### src/rtl/popcount_window_acc.sv
// popcount_window_acc
//   Accumulates a window of WINDOW popcount samples coming from the
//   compressor stage. It reports the sum, minimum and maximum of each
//   completed window and keeps a sticky flag for out-of-range counts.
//
// Ports
//   clk        rising-edge clock
//   reset      synchronous, active-high reset
//   start      begin a new window (honoured only while idle)
//   in_valid   comp_in carries a sample this cycle
//   comp_in    popcount sample, CNT_W bits, unsigned
//   busy       1 while a window is being accumulated
//   done       one-cycle pulse when a window completes
//   sum_out    sum of the last completed window
//   min_out    minimum sample of the last completed window
//   max_out    maximum sample of the last completed window
//   range_err  sticky: a sample above MAX_COUNT was accepted
module popcount_window_acc #(
    parameter int CNT_W     = 10,
    parameter int WINDOW    = 256,
    parameter int MAX_COUNT = 512,
    parameter int SUM_W     = CNT_W + $clog2(WINDOW)
) (
    input  logic             clk,
    input  logic             reset,
    input  logic             start,
    input  logic             in_valid,
    input  logic [CNT_W-1:0] comp_in,
    output logic             busy,
    output logic             done,
    output logic [SUM_W-1:0] sum_out,
    output logic [CNT_W-1:0] min_out,
    output logic [CNT_W-1:0] max_out,
    output logic             range_err
);

    localparam int IDX_W = $clog2(WINDOW);

    typedef enum logic [1:0] {
        S_IDLE  = 2'd0,
        S_ACCUM = 2'd1,
        S_DONE  = 2'd2
    } state_t;

    state_t state, state_next;

    logic [SUM_W-1:0] acc_sum, sum_next;
    logic [CNT_W-1:0] acc_min, min_next;
    logic [CNT_W-1:0] acc_max, max_next;
    logic [IDX_W-1:0] cnt;
    logic             accept;
    logic             last;

    function automatic logic [CNT_W-1:0] umin(input logic [CNT_W-1:0] a,
                                              input logic [CNT_W-1:0] b);
        return (b < a) ? b : a;
    endfunction

    function automatic logic [CNT_W-1:0] umax(input logic [CNT_W-1:0] a,
                                              input logic [CNT_W-1:0] b);
        return (b > a) ? b : a;
    endfunction

    function automatic logic out_of_range(input logic [CNT_W-1:0] v);
        return int'(v) > MAX_COUNT;
    endfunction

    // Datapath for the sample being accepted this cycle; the final window
    // results are taken from these so they include the last sample.
    always_comb begin
        accept   = (state == S_ACCUM) && in_valid;
        last     = accept && (cnt == IDX_W'(WINDOW - 1));
        sum_next = acc_sum + SUM_W'(comp_in);
        min_next = umin(acc_min, comp_in);
        max_next = umax(acc_max, comp_in);
    end

    always_comb begin
        state_next = state;
        case (state)
            S_IDLE:  if (start) state_next = S_ACCUM;
            S_ACCUM: if (last)  state_next = S_DONE;
            S_DONE:  state_next = S_IDLE;
            default: state_next = S_IDLE;
        endcase
    end

    always_ff @(posedge clk) begin
        if (reset) begin
            state     <= S_IDLE;
            busy      <= 1'b0;
            done      <= 1'b0;
            sum_out   <= '0;
            min_out   <= '0;
            max_out   <= '0;
            range_err <= 1'b0;
            acc_sum   <= '0;
            acc_min   <= '0;
            acc_max   <= '0;
            cnt       <= '0;
        end else begin
            state <= state_next;
            // busy and done are decoded from the next state so they line up
            // with the registered state rather than lagging it by a cycle.
            busy  <= (state_next == S_ACCUM);
            done  <= (state_next == S_DONE);

            case (state)
                S_IDLE: begin
                    if (start) begin
                        acc_sum   <= '0;
                        acc_min   <= '1;
                        acc_max   <= '0;
                        cnt       <= '0;
                        range_err <= 1'b0;
                    end
                end
                S_ACCUM: begin
                    if (accept) begin
                        acc_sum <= sum_next;
                        acc_min <= min_next;
                        acc_max <= max_next;
                        cnt     <= cnt + IDX_W'(1);
                        if (out_of_range(comp_in)) range_err <= 1'b1;
                        if (last) begin
                            sum_out <= sum_next;
                            min_out <= min_next;
                            max_out <= max_next;
                        end
                    end
                end
                default: ;
            endcase
        end
    end

endmodule

### config.mk
export PLATFORM = sky130hd
export DESIGN_NAME = popcount_window_acc
export DESIGN_NICKNAME = d
export VERILOG_FILES = /design/src/rtl/popcount_window_acc.sv
export SDC_FILE = /design/constraint.sdc
export NUM_CORES = 1
export LEC_CHECK = 0
export ABC_AREA = 1
export BUFFER_PORTS_ARGS = -buffer_cell sky130_fd_sc_hd__buf_2
export CAP_MARGIN = 20
export CELL_PAD_IN_SITES_DETAIL_PLACEMENT = 1
export CELL_PAD_IN_SITES_GLOBAL_PLACEMENT = 2
export CORE_UTILIZATION = 29
export CTS_CLUSTER_DIAMETER = 150
export DETAILED_ROUTE_END_ITERATION = 10
export GPL_ROUTABILITY_DRIVEN = 0
export PLACE_DENSITY = 0.86
export SETUP_SLACK_MARGIN = 0.1
export SLEW_MARGIN = 20
export SYNTH_ARGS = -nofsm -noshare
export SYNTH_HDL_FRONTEND = slang
export SYNTH_SLANG_ARGS = --single-unit
### constraint.sdc
create_clock -name clk -period 1.85 [get_ports clk]
set_clock_uncertainty 0.15 [all_clocks]
set_input_delay 0.2775 -clock clk [delete_from_list [all_inputs] [get_ports clk]]
set_output_delay 0.2775 -clock clk [all_outputs]
set_load 0.05 [all_outputs]
==> results_dict.tcl <==
set metrics [dict create \
    yosysTopAreaCellShare_pct 35.9 \
    grtUsageTotal_pct 20.4 \
    critPathRequiredTime_ns 1.96 \
    critPathSlowestCell "dfxtp_2" \
    fmax_ghz 0.514 \
    postPlaceCellArea_um2 5860 \
    drt-initial-drc-count 151 \
    r2r_slack_ns -0.09 \
    grt_pass1_wl_mm 27.9 \
    crit_path_cell_trace "inv_2 > ha_4 > nand2_1 > nor2_2 > nand4_1 > nand2_2 > buf_6 > nand2_2 > nand2_1 > a21o_1 > inv_1" \
    io_pins 55 \
    portBuffers 54 \
    cp_top_family "simple AND/OR/NAND/NOR gates" \
    nets 896 \
    numCtsBuffers 9 \
    detail_route.wl_per_cell_um 17.9 \
    clk_path_buf_depth 2 \
    critPathKind "reg -> reg" \
    die_w_um 133 \
    tns_ns -1.41 \
    cts-root-buf "clkbuf_16" \
    min_path_type "in -> reg" \
    grt_pass1_vias 5482 \
    path_buf_inv 3 \
    cts_max_level 3 \
    overflow 0 \
    min_period_over_period_pct 105 \
    synth.largest_area_cell "dfxtp_1" \
    antenna_left 0 \
    drt_wl_total_mm 19.2 \
    slew_headroom_pct 52.8 \
    fin_crit_ns 1.94 \
    cp-start-kind "flip-flop" \
    tightest_slew_ns 0.708 \
    ys_seq_area_share_pct 35.9 \
    violations "setup timing" \
    maxCapViolCount 0 \
    grt_max_degree 53 \
    slowest_delay_ns 0.34 \
    core_area_um2 16600 \
    cts_sinks 89 \
    crit_fanout 4 \
    rows 47 \
    slew_violations 0 \
    clk_pin_slew_ns 0.07 \
    routed_via_density 4.98 \
    ir_worst_vdd_mv 0.452 \
    status "complete, but fails checks" \
    area_growth_pct 57.0 \
    die_h_um 133 \
    num_vias 5358 \
    dieArea_um2 17600 \
    grtUsageMet1_pct 24.0 \
    power_density_nw_per_um2 676 \
    hold_buffers 0 \
    avgSynthCellArea_um2 6.74 \
    start_util_pct 29.8 \
    rsz0062_at_grt "true" \
    hold_slack_ns 0.130 \
    synth_seq_cells 89 \
    synth_fp_nets 781 \
    arrival_ns 2.05 \
    clock_latency_ns 0.36 \
    setup_viol 37 \
    synth_area_um2 4960 \
    hold_viol 0 \
    antenna_found_initial 0 \
    syn_inst 736 \
    use_met3_pct 2.57 \
    drive_gt1_share_pct 48.4 \
    end_kind "flip-flop" \
    grt-busiest-layer "met2" \
    fin_area_um2 7790 \
    synth_warnings 0 \
    drc 0 \
    synth_area_leaders "dfxtp_1 36%, nand2_1 14%, inv_1 7.9%, ha_1 7.6%, nand3_1 6.3%" \
    nFillCells 1983 \
    cts_tree "built" \
    dpl.hpwl_mm 11.4 \
    synth_cell_types 35 \
    setup_slack_ns -0.0943 \
    drtPass1Iterations 4 \
    grt_use_met2_pct 37.7 \
    diodes 0 \
    p_leak_nw 3.65 \
]
## worst reg2reg max path: stages (launching register included)
cell and delay (ns):
dfxtp_2 0.34, inv_2 0.06, ha_4 0.26, nand2_1 0.07, nor2_2 0.16, nand4_1 0.20, nand2_2 0.19, buf_6 0.14
nand2_2 0.06, nand2_1 0.07, a21o_1 0.12, inv_1 0.03
## cells in the mapped netlist, drive strengths merged
cell and instances:
o211ai 2, a21boi 1, xor2 8, or2 3, fa 1, a21oi 48
nand4 15, a21o 13, xnor2 1, clkbuf 14, nand3b 9, o21a 1
nand3 62, a31oi 1, and2 1, dfxtp 89, o21ai 38, nand2 187
buf 16, ha 30, o21bai 2, nor3b 2, inv 107, nor2 73
nor4 4, nor3 8
## power breakdown
part / leakage, nW / total, mW / internal, mW / switching [mW]
logic: 2.75 / 1.22 / 0.507 / 0.713
registers: 0.736 / 2.01 / 1.97 / 0.0455
clock network: 0.155 / 2.03 / 1.18 / 0.842
total: 3.65 / 5.26 / 3.66 / 1.60
## layout by cell type (no fill, tap or decap), types with 27 or more instances in the layout
cell	Yosys	routed
nand2_2	1	46
nand2_4	0	33
inv_1	104	84
buf_4	2	53
nand3_2	0	40
dfxtp_1	89	57
nand2_1	186	108
buf_2	8	54
a21oi_1	48	27
nor2_1	72	55
dfxtp_2	0	27
## kinds of logic after synthesis
group,share of synthesized area (%)
AOI/OAI and AO/OA,11.7
adders and majority gates,7.97
buffers and inverters,11.2
xor gates and xnor gates,1.59
DFF,35.9
and+or+nand+nor,31.6
## through the flow
step / utilization (%) / std cells / total power [mW] / setup slack, ns
floorplan: - / 736 / 2.47 / 0.106
global placement: 35.2 / 1041 / 2.79 / -0.245
detailed placement: 35.2 / 1041 / 2.81 / -0.264
CTS: 41.9 / 1065 / 5.07 / -0.0149
global route: 46.8 / 1076 / 5.48 / -0.207
finish: 46.8 / 1076 / 5.26 / -0.0943
## path summary, 6_finish.rpt
path,from,cells after the start,endpoint
setup reg to reg,acc_max[2],11,max_out[1]
hold reg to reg,acc_max[1],2,acc_max[1]
hold / removal,start,3,state[0]
setup / recovery,acc_max[2],11,max_out[1]
## layout make-up
cell class                 instances  area [um2]  share of cell area [%]
tap                              220         275                    3.54
multi-input combinational        510        3880                    49.8
clock inverter                     7        95.1                    1.22
clock buffer                       9         225                    2.89
inverter                         107         412                    5.29
sequential                        89        1830                    23.6
timing repair buffer             134        1070                    13.7
## flip-flops by register name, indices dropped and copies added, names as in the netlist
name and cells:
acc_max 10, acc_min 10, acc_sum 18, busy 1, cnt 8, done 1, max_out 10, min_out 10
range_err 1, state 2, sum_out 18
## routing by layer
| layer | part of all wire [%] | wire length, um |
|---|---|---|
| met1 | 43 | 8200 |
| met2 | 52 | 10000 |
| met3 | 2.2 | 429 |
| met4 | 3.0 | 569 |
| met5 | 0 | 0 |
## timing repair
| action | CTS | global route |
|---|---|---|
| resized for setup | 171 | 186 |
| setup endpoints to repair | 75 | 79 |
| cloned | 3 | 2 |
| buffers inserted | 5 | 10 |
| pin swaps | 41 | 101 |
(Power assumes the default switching activity.)
